===== config.mk =====
export PLATFORM = sky130hd
export DESIGN_NAME = readout_rx_state_decision_unit_multi_ch_flat
export DESIGN_NICKNAME = d
export VERILOG_FILES = /design/src/rtl/readout_rx_state_decision_unit_multi_ch_if.sv /design/src/rtl/readout_rx_state_decision_unit_multi_ch.sv /design/src/flat_wrapper.sv
export SDC_FILE = /design/constraint.sdc
export NUM_CORES = 2
export LEC_CHECK = 0
export CAP_MARGIN = 0
export CORE_MARGIN = 3
export CORE_UTILIZATION = 35
export CTS_BUF_LIST = sky130_fd_sc_hd__clkbuf_8
export CTS_CLUSTER_SIZE = 30
export DETAILED_ROUTE_END_ITERATION = 8
export GPL_ROUTABILITY_DRIVEN = 0
export PLACE_DENSITY = 0.56
export REMOVE_ABC_BUFFERS = 1
export SETUP_SLACK_MARGIN = 0.05
export SKIP_LAST_GASP = 1
export SYNTH_ARGS = -nofsm -noshare
export SYNTH_HDL_FRONTEND = slang
export SYNTH_SLANG_ARGS = --single-unit
export TNS_END_PERCENT = 30

===== constraint.sdc =====
create_clock -name clk -period 11.2 [get_ports clk]
set_input_delay 1.68 -clock clk [delete_from_list [all_inputs] [get_ports clk]]
set_output_delay 1.68 -clock clk [all_outputs]
set_load 0.02 [all_outputs]

===== src/rtl/readout_rx_state_decision_unit_multi_ch_if.sv =====
// Handshake/bus bundle for the multi-channel readout state decision unit.
// The master side drives config, count control and samples; the slave side returns results.
interface readout_rx_state_decision_unit_multi_ch_if #(
   parameter int NUM_CH            = 4,
   parameter int CH_ID_WIDTH       = 2,
   parameter int DATA_WIDTH        = 16,
   parameter int BIN_BITS          = 2,
   parameter int BIN_COUNTER_WIDTH = 10
);
   localparam int NUM_BINS    = 1 << (2 * BIN_BITS);
   localparam int SCORE_WIDTH = BIN_COUNTER_WIDTH + 2 * BIN_BITS + 1;

   logic                          cfg_we;
   logic [CH_ID_WIDTH-1:0]        cfg_ch;
   logic [NUM_BINS-1:0]           cfg_mask;
   logic [SCORE_WIDTH-1:0]        cfg_thresh;
   logic [NUM_CH-1:0]             start_count;
   logic [NUM_CH-1:0]             finish_count;
   logic                          valid_in;
   logic [CH_ID_WIDTH-1:0]        ch_in;
   logic [DATA_WIDTH-1:0]         i_in;
   logic [DATA_WIDTH-1:0]         q_in;
   logic                          valid_meas_result_out;
   logic [CH_ID_WIDTH-1:0]        meas_ch_out;
   logic                          meas_result_out;
   logic [SCORE_WIDTH-1:0]        meas_score_out;
   logic                          meas_ovf_out;
   logic                          busy_out;

   modport master (
      output cfg_we, cfg_ch, cfg_mask, cfg_thresh,
      output start_count, finish_count,
      output valid_in, ch_in, i_in, q_in,
      input  valid_meas_result_out, meas_ch_out,
      input  meas_result_out, meas_score_out,
      input  meas_ovf_out, busy_out
   );

   modport slave (
      input  cfg_we, cfg_ch, cfg_mask, cfg_thresh,
      input  start_count, finish_count,
      input  valid_in, ch_in, i_in, q_in,
      output valid_meas_result_out, meas_ch_out,
      output meas_result_out, meas_score_out,
      output meas_ovf_out, busy_out
   );
endinterface


===== src/rtl/readout_rx_state_decision_unit_multi_ch.sv =====
// Per-channel coarse IQ histograms plus one shared ROI scan engine producing signed scores.
// Define READOUT_RX_SDU_SAT_EN for saturating bin counters with a sticky overflow flag.
module readout_rx_state_decision_unit_multi_ch #(
   parameter int NUM_CH            = 4,
   parameter int CH_ID_WIDTH       = 2,
   parameter int DATA_WIDTH        = 16,
   parameter int BIN_BITS          = 2,
   parameter int BIN_COUNTER_WIDTH = 10
) (
   input  logic clk,
   input  logic rst_n,
   readout_rx_state_decision_unit_multi_ch_if.slave bus
);
   localparam int NUM_BINS = 1 << (2 * BIN_BITS);
   localparam int SW       = BIN_COUNTER_WIDTH + 2 * BIN_BITS + 1;
   localparam int BW       = 2 * BIN_BITS;
   localparam int IW       = BW + 1;
   localparam int CNTW     = BIN_COUNTER_WIDTH;
   localparam int CW       = (NUM_CH > 1) ? $clog2(NUM_CH) : 1;

   localparam logic [1:0] CH_IDLE  = 2'd0;
   localparam logic [1:0] CH_COUNT = 2'd1;
   localparam logic [1:0] CH_PEND  = 2'd2;
   localparam logic [1:0] CH_SCAN  = 2'd3;

   localparam logic [1:0] EN_IDLE = 2'd0;
   localparam logic [1:0] EN_SCAN = 2'd1;
   localparam logic [1:0] EN_DONE = 2'd2;

   logic [1:0]             ch_st  [NUM_CH];
   logic [NUM_BINS-1:0]    mask   [NUM_CH];
   logic signed [SW-1:0]   thresh [NUM_CH];
   logic [CNTW-1:0]        cnt    [NUM_CH][NUM_BINS];

   logic [1:0]             en_st;
   logic [CH_ID_WIDTH-1:0] en_ch;
   logic [IW-1:0]          en_idx;
   logic [NUM_BINS-1:0]    en_mask;
   logic signed [SW-1:0]   en_thr;
   logic signed [SW-1:0]   en_score;

   logic                   res_vld;
   logic [CH_ID_WIDTH-1:0] res_ch;
   logic                   res_bit;
   logic signed [SW-1:0]   res_score;

   // Offset-binary conversion only touches the top bits, so flip just the sign bit.
   logic [BIN_BITS-1:0]    i_top;
   logic [BIN_BITS-1:0]    q_top;
   logic [BW-1:0]          s_bin;

   assign i_top = bus.i_in[DATA_WIDTH-1 -: BIN_BITS]
                ^ (BIN_BITS'(1) << (BIN_BITS - 1));
   assign q_top = bus.q_in[DATA_WIDTH-1 -: BIN_BITS]
                ^ (BIN_BITS'(1) << (BIN_BITS - 1));
   assign s_bin = {i_top, q_top};

   logic                   gnt_vld;
   logic [CH_ID_WIDTH-1:0] gnt_ch;
   logic                   gnt;
   logic                   scan_last;

   always_comb begin
      gnt_vld = 1'b0;
      gnt_ch  = '0;
      for (int c = NUM_CH - 1; c >= 0; c--) begin
         if (ch_st[c] == CH_PEND) begin
            gnt_vld = 1'b1;
            gnt_ch  = CH_ID_WIDTH'(c);
         end
      end
   end

   assign gnt       = gnt_vld && (en_st != EN_SCAN);
   assign scan_last = (en_st == EN_SCAN) && (en_idx == IW'(NUM_BINS));

   logic [CNTW-1:0]        cur_cnt;
   logic [SW-1:0]          cnt_x;
   logic signed [SW-1:0]   term;

   assign cur_cnt = cnt[en_ch[CW-1:0]][en_idx[BW-1:0]];
   assign cnt_x   = {{(SW - CNTW){1'b0}}, cur_cnt};
   assign term    = en_mask[en_idx[BW-1:0]] ? signed'(cnt_x)
                                            : signed'(~cnt_x + SW'(1));

`ifdef READOUT_RX_SDU_SAT_EN
   logic [NUM_CH-1:0]      ovf;
   logic                   res_ovf;
`endif

   always_ff @(posedge clk or negedge rst_n) begin
      if (!rst_n) begin
         en_st     <= EN_IDLE;
         en_ch     <= '0;
         en_idx    <= '0;
         en_mask   <= '0;
         en_thr    <= '0;
         en_score  <= '0;
         res_vld   <= 1'b0;
         res_ch    <= '0;
         res_bit   <= 1'b0;
         res_score <= '0;
`ifdef READOUT_RX_SDU_SAT_EN
         res_ovf   <= 1'b0;
`endif
      end else begin
         res_vld <= 1'b0;
         if (en_st == EN_SCAN) begin
            if (scan_last) begin
               res_vld   <= 1'b1;
               res_ch    <= en_ch;
               res_bit   <= (en_score >= en_thr);
               res_score <= en_score;
`ifdef READOUT_RX_SDU_SAT_EN
               res_ovf   <= ovf[en_ch[CW-1:0]];
`endif
               en_st     <= EN_DONE;
            end else begin
               en_score <= en_score + term;
               en_idx   <= en_idx + IW'(1);
            end
         end else if (gnt) begin
            en_st    <= EN_SCAN;
            en_ch    <= gnt_ch;
            en_idx   <= '0;
            en_score <= '0;
            en_mask  <= mask[gnt_ch[CW-1:0]];
            en_thr   <= thresh[gnt_ch[CW-1:0]];
         end else begin
            en_st <= EN_IDLE;
         end
      end
   end

   always_ff @(posedge clk or negedge rst_n) begin
      if (!rst_n) begin
         for (int c = 0; c < NUM_CH; c++) begin
            ch_st[c]  <= CH_IDLE;
            mask[c]   <= '1;
            thresh[c] <= '0;
            for (int b = 0; b < NUM_BINS; b++) cnt[c][b] <= '0;
         end
`ifdef READOUT_RX_SDU_SAT_EN
         ovf <= '0;
`endif
      end else begin
         for (int c = 0; c < NUM_CH; c++) begin
            if (bus.cfg_we && bus.cfg_ch == CH_ID_WIDTH'(c)) begin
               mask[c]   <= bus.cfg_mask;
               thresh[c] <= signed'(bus.cfg_thresh);
            end

            unique case (ch_st[c])
               CH_IDLE, CH_COUNT: begin
                  if (bus.start_count[c]) begin
                     ch_st[c] <= CH_COUNT;
                     for (int b = 0; b < NUM_BINS; b++) cnt[c][b] <= '0;
`ifdef READOUT_RX_SDU_SAT_EN
                     ovf[c] <= 1'b0;
`endif
                  end else if (ch_st[c] == CH_COUNT && bus.finish_count[c]) begin
                     ch_st[c] <= CH_PEND;
                  end
               end
               CH_PEND: begin
                  if (gnt && gnt_ch == CH_ID_WIDTH'(c)) ch_st[c] <= CH_SCAN;
               end
               default: begin
                  if (scan_last && en_ch == CH_ID_WIDTH'(c)) begin
                     ch_st[c] <= CH_IDLE;
                     for (int b = 0; b < NUM_BINS; b++) cnt[c][b] <= '0;
`ifdef READOUT_RX_SDU_SAT_EN
                     ovf[c] <= 1'b0;
`endif
                  end
               end
            endcase

            // A start on the same cycle clears the bins, so that sample is dropped.
            if (bus.valid_in && bus.ch_in == CH_ID_WIDTH'(c)
                && ch_st[c] == CH_COUNT && !bus.start_count[c]) begin
`ifdef READOUT_RX_SDU_SAT_EN
               if (&cnt[c][s_bin]) ovf[c] <= 1'b1;
               else cnt[c][s_bin] <= cnt[c][s_bin] + CNTW'(1);
`else
               cnt[c][s_bin] <= cnt[c][s_bin] + CNTW'(1);
`endif
            end
         end
      end
   end

   assign bus.valid_meas_result_out = res_vld;
   assign bus.meas_ch_out           = res_ch;
   assign bus.meas_result_out       = res_bit;
   assign bus.meas_score_out        = res_score;
   assign bus.busy_out              = (en_st != EN_IDLE);
`ifdef READOUT_RX_SDU_SAT_EN
   assign bus.meas_ovf_out          = res_ovf;
`else
   assign bus.meas_ovf_out          = 1'b0;
`endif

endmodule


===== src/flat_wrapper.sv =====
// flat-port wrapper written by rule: the top's interface ports become plain ports
module readout_rx_state_decision_unit_multi_ch_flat 
#(
   parameter int NUM_CH            = 4,
   parameter int CH_ID_WIDTH       = 2,
   parameter int DATA_WIDTH        = 16,
   parameter int BIN_BITS          = 2,
   parameter int BIN_COUNTER_WIDTH = 10
)
  (clk, rst_n, bus_cfg_we, bus_cfg_ch, bus_cfg_mask, bus_cfg_thresh, bus_start_count, bus_finish_count, bus_valid_in, bus_ch_in, bus_i_in, bus_q_in, bus_valid_meas_result_out, bus_meas_ch_out, bus_meas_result_out, bus_meas_score_out, bus_meas_ovf_out, bus_busy_out);
  readout_rx_state_decision_unit_multi_ch_if #(.NUM_CH(NUM_CH), .CH_ID_WIDTH(CH_ID_WIDTH), .DATA_WIDTH(DATA_WIDTH), .BIN_BITS(BIN_BITS), .BIN_COUNTER_WIDTH(BIN_COUNTER_WIDTH)) bus_i ();
  input  logic clk;
  input  logic rst_n;
  input wire logic [$bits(bus_i.cfg_we)-1:0] bus_cfg_we;
  input wire logic [$bits(bus_i.cfg_ch)-1:0] bus_cfg_ch;
  input wire logic [$bits(bus_i.cfg_mask)-1:0] bus_cfg_mask;
  input wire logic [$bits(bus_i.cfg_thresh)-1:0] bus_cfg_thresh;
  input wire logic [$bits(bus_i.start_count)-1:0] bus_start_count;
  input wire logic [$bits(bus_i.finish_count)-1:0] bus_finish_count;
  input wire logic [$bits(bus_i.valid_in)-1:0] bus_valid_in;
  input wire logic [$bits(bus_i.ch_in)-1:0] bus_ch_in;
  input wire logic [$bits(bus_i.i_in)-1:0] bus_i_in;
  input wire logic [$bits(bus_i.q_in)-1:0] bus_q_in;
  output wire logic [$bits(bus_i.valid_meas_result_out)-1:0] bus_valid_meas_result_out;
  output wire logic [$bits(bus_i.meas_ch_out)-1:0] bus_meas_ch_out;
  output wire logic [$bits(bus_i.meas_result_out)-1:0] bus_meas_result_out;
  output wire logic [$bits(bus_i.meas_score_out)-1:0] bus_meas_score_out;
  output wire logic [$bits(bus_i.meas_ovf_out)-1:0] bus_meas_ovf_out;
  output wire logic [$bits(bus_i.busy_out)-1:0] bus_busy_out;
  assign bus_i.cfg_we = bus_cfg_we;
  assign bus_i.cfg_ch = bus_cfg_ch;
  assign bus_i.cfg_mask = bus_cfg_mask;
  assign bus_i.cfg_thresh = bus_cfg_thresh;
  assign bus_i.start_count = bus_start_count;
  assign bus_i.finish_count = bus_finish_count;
  assign bus_i.valid_in = bus_valid_in;
  assign bus_i.ch_in = bus_ch_in;
  assign bus_i.i_in = bus_i_in;
  assign bus_i.q_in = bus_q_in;
  assign bus_valid_meas_result_out = bus_i.valid_meas_result_out;
  assign bus_meas_ch_out = bus_i.meas_ch_out;
  assign bus_meas_result_out = bus_i.meas_result_out;
  assign bus_meas_score_out = bus_i.meas_score_out;
  assign bus_meas_ovf_out = bus_i.meas_ovf_out;
  assign bus_busy_out = bus_i.busy_out;
  readout_rx_state_decision_unit_multi_ch #(.NUM_CH(NUM_CH), .CH_ID_WIDTH(CH_ID_WIDTH), .DATA_WIDTH(DATA_WIDTH), .BIN_BITS(BIN_BITS), .BIN_COUNTER_WIDTH(BIN_COUNTER_WIDTH)) u_core (.clk(clk), .rst_n(rst_n), .bus(bus_i));
endmodule

==> results.md <==
* Status: completed
* Resized Gates After CTS at 0
* Overall die area at 131400 sq um
* Worst setup slack after layout at 4.124 ns
* CP Max Fanout at 40
* Final std cell area, no fill at 49710 sq um
* Count of flip-flops with a built-in enable after synthesis at 0
* Static Leak at 20.49 nW
* Setup WS pre-CTS at 4.101 ns
* Routed via count divided by cell count at 6.003
* Final critical path time including I/O delays and setup at 7.076 ns
* Minimum setup slack among reg-to-reg paths at 4.12 ns
* Number of cells in the design after placement at 5380
* Classification of the worst-slack hold path: register to register
* Power per unit of standard cell area at 181.3 nW/um^2
* Nature of the critical path startpoint: register
* Critical Path AT at 7.84 ns
* Hold Violations, Final at 0
* Setup Skew at 0.07096 ns
* Async S/R FF share, synth at 100.0%
* WL final at 156700 microns
* Largest area contributor in the netlist: sky130_fd_sc_hd__dfrtp_1
* Worst path required time at 11.96 ns
* Post-Synthesis Cell Area at 44490 sq um
* DRT iter0 DRCs at 3391
* Cells taking the most area after synthesis: sky130_fd_sc_hd__dfrtp_1 (44%), sky130_fd_sc_hd__mux4_2 (18%), sky130_fd_sc_hd__nand3_1 (8.1%), sky130_fd_sc_hd__o21ai_0 (7.8%), sky130_fd_sc_hd__dfstp_2 (3.8%)
* Iteration count of the initial detailed-routing pass at 7
* Worst slew slack as a fraction of its limit at 11.07%
* Port bufs at 70
* Top delay family on crit path: multiplexers
* Number of H-tree levels at 4
* CTS sink count at 846
* Largest stage delay on the critical path at 0.86 ns
* Worst path cell trace: buf_4 > mux4_1 > mux4_2 > mux4_2 > inv_1 > ha_1 > inv_1 > nor4_1 > and2_1 > nor2_1 > xnor2_1 > ha_1 > and2_1 > a31oi_1 > a2111o_1 > nand3_1 > a41oi_1 > mux2_2 > o31ai_1 > a211oi_1 > nand3_1
* Number of global-route vias before repair at 33710
* RSZ-0062 raised after global routing: no
* Clock tree from TritonCTS: yes
* Share of the clock period used by the worst path after layout at 63.18%
* Chip Height at 362.5 microns
* Cell count after synthesis at 3943
* Via Count at 33940
* Core footprint at 125900 sq um
* FP Rows at 130
* Width of the die at 362.5 microns
* Final non-filler cell total at 5654
* Most frequent cells after synthesis: sky130_fd_sc_hd__dfrtp_1 (782), sky130_fd_sc_hd__nand3_1 (716), sky130_fd_sc_hd__o21ai_0 (695), sky130_fd_sc_hd__mux4_2 (362), sky130_fd_sc_hd__nand2_1 (343)
* Slowest stage cell on the critical path: sky130_fd_sc_hd__dfrtp_4
* Total Routing Usage GR at 23.88%
* CTS Buf Count at 152
* DRC violation count after routing at 0
* Top achievable clock speed at 141.3 MHz
* Routed wirelength normalized by instance count at 27.71 microns
* Cell with the most instances after synthesis: sky130_fd_sc_hd__dfrtp_1
* Post-synthesis to final-layout area growth at 11.72%
* Share of Yosys cell area claimed by the top area cell type at 43.98%
* Fill cell instance count of the final layout at 12170
* Maximum vdd ir drop at 199.9 uV
* Maximum clock path buffer count at 3
* Total power draw at 9.011 mW
* Netlist cell types at 70
* Antenna violations before repair at 3
* Final setup violating endpoints at 0
* Insertion delay to the later sink of the worst-skew pair at 0.92 ns
* Wire length of the first global-routing pass at 231800 microns
* Number of top-level pins at 100
* Setup Fix Bufs, Post-CTS at 0
* Final global-route overflow total at 0
* Worst hold slack at 0.4724 ns
* Core occupancy in the finished layout at 39.48%
* Net count reported at finish at 4002
* Placed instance area at 46600 sq um
* CTS hold repair buffers at 0
* Sequential fraction of the synthesis area at 47.76%
* Critical Setup Path Class: register to register
* Total number of yosys warnings at 0
* Max-capacitance violation count at 0
* Sum of negative setup slack at 0 ns
* Root buffer cell: sky130_fd_sc_hd__clkbuf_8
* Mean area per synthesized cell at 11.28 sq um
* Commonest register cell after synthesis: sky130_fd_sc_hd__dfrtp_1
* Critical Path Sink Type: register
* Ratio of cells with drive above 1 in the final layout at 23.60%
* Initial core utilization at 35.34%
* Worst Tran Pin Value at 1.329 ns
* Reg clk slew, reported paths at 0.06 ns
* Maximum number of pins on one net before global-route repair at 174
* Number of nets with antenna violations after routing at 0
* CP bufs+invs at 3
* Synth Register Bits at 846
* Slew Viols, Final at 0
* HPWL Detailed at 99120 microns
-- worst reg2reg max path, delay by kind of cell, from the launching register on --
| family | cells | cell delay, ns |
|---|---|---|
| flops | 1 | 0.86 |
| simple gates | 6 | 1.22 |
| buf+inv | 3 | 0.87 |
| xor+xnor | 1 | 0.15 |
| mux | 4 | 2.10 |
| compound gates | 5 | 1.22 |
| fa+ha+maj | 2 | 0.55 |
-- layout make-up --
class	instances	area [sq um]	area share (%)
timing repair buffer	187	1687	3.393
inverter	39	146.4	0.2945
tap	1650	2064	4.153
antenna	4	10.01	0.02014
multi-input combinational	2659	21450	43.16
clock buffer	195	2684	5.399
clock inverter	74	404.1	0.8131
sequential	846	21260	42.77
-- report_power, final --
group          switching [mW]  internal, mW
combinational            1.62         0.905
clock                    1.41          1.57
sequential              0.194          3.31
-- layer usage --
metal  part of all wire [%]  global-route usage, %  vias to the layer above
met3                    8.6                  6.133                      463
met4                    6.5                  13.81                        0
met2                     47                  37.90                     1619
li1                       -                      -                    14610
met1                     38                  29.59                    17250
met5                      0                      0                        -
-- registers in the layout, summed over array words and instances (netlist names), 8 cells and up --
signal and flops:
u_core.mask 64, u_core.en_thr 15, u_core.en_score 15, u_core.en_mask 16, u_core.bus.meas_score_out 15, u_core.thresh 60
u_core.cnt 640, u_core.ch_st 8
-- logic make-up after synthesis --
family                   count (synthesis)  synth area share [%]
AO/OA/AOI/OAI                          866                 10.69
XOR/XNOR                                55                 1.201
adder cells (fa/ha/maj)                 38                 1.085
buffers and inverters                  438                 4.333
flip-flops                             846                 47.76
multiplexers                           507                 22.32
other                                    1              0.008428
AND/OR/NAND/NOR                       1192                 12.60
-- final timing paths --
kind,from,to,cells after the start
worst max-delay path,u_core.en_ch[0],u_core.en_score[14],21
worst min register to register,u_core.bus.meas_ch_out[0],u_core.bus.meas_ch_out[0],2
worst max register to register,u_core.en_ch[0],u_core.en_score[14],21
min in group asynchronous,rst_n,u_core.cnt[546],1
max in group asynchronous,rst_n,u_core.thresh[2],3
worst min-delay path,u_core.bus.meas_ch_out[0],u_core.bus.meas_ch_out[0],2
-- layout by cell type (no fill, tap or decap), drive strengths merged, types with 64 or more instances in the layout --
master	instances
inv	95
clkbuf	195
clkdlybuf4s50	65
o21ai	722
buf	122
nand3	716
mux2	130
mux4	372
dfrtp	782
nand2	343
dfstp	64
Note: power is estimated with default switching activity, not from simulation.
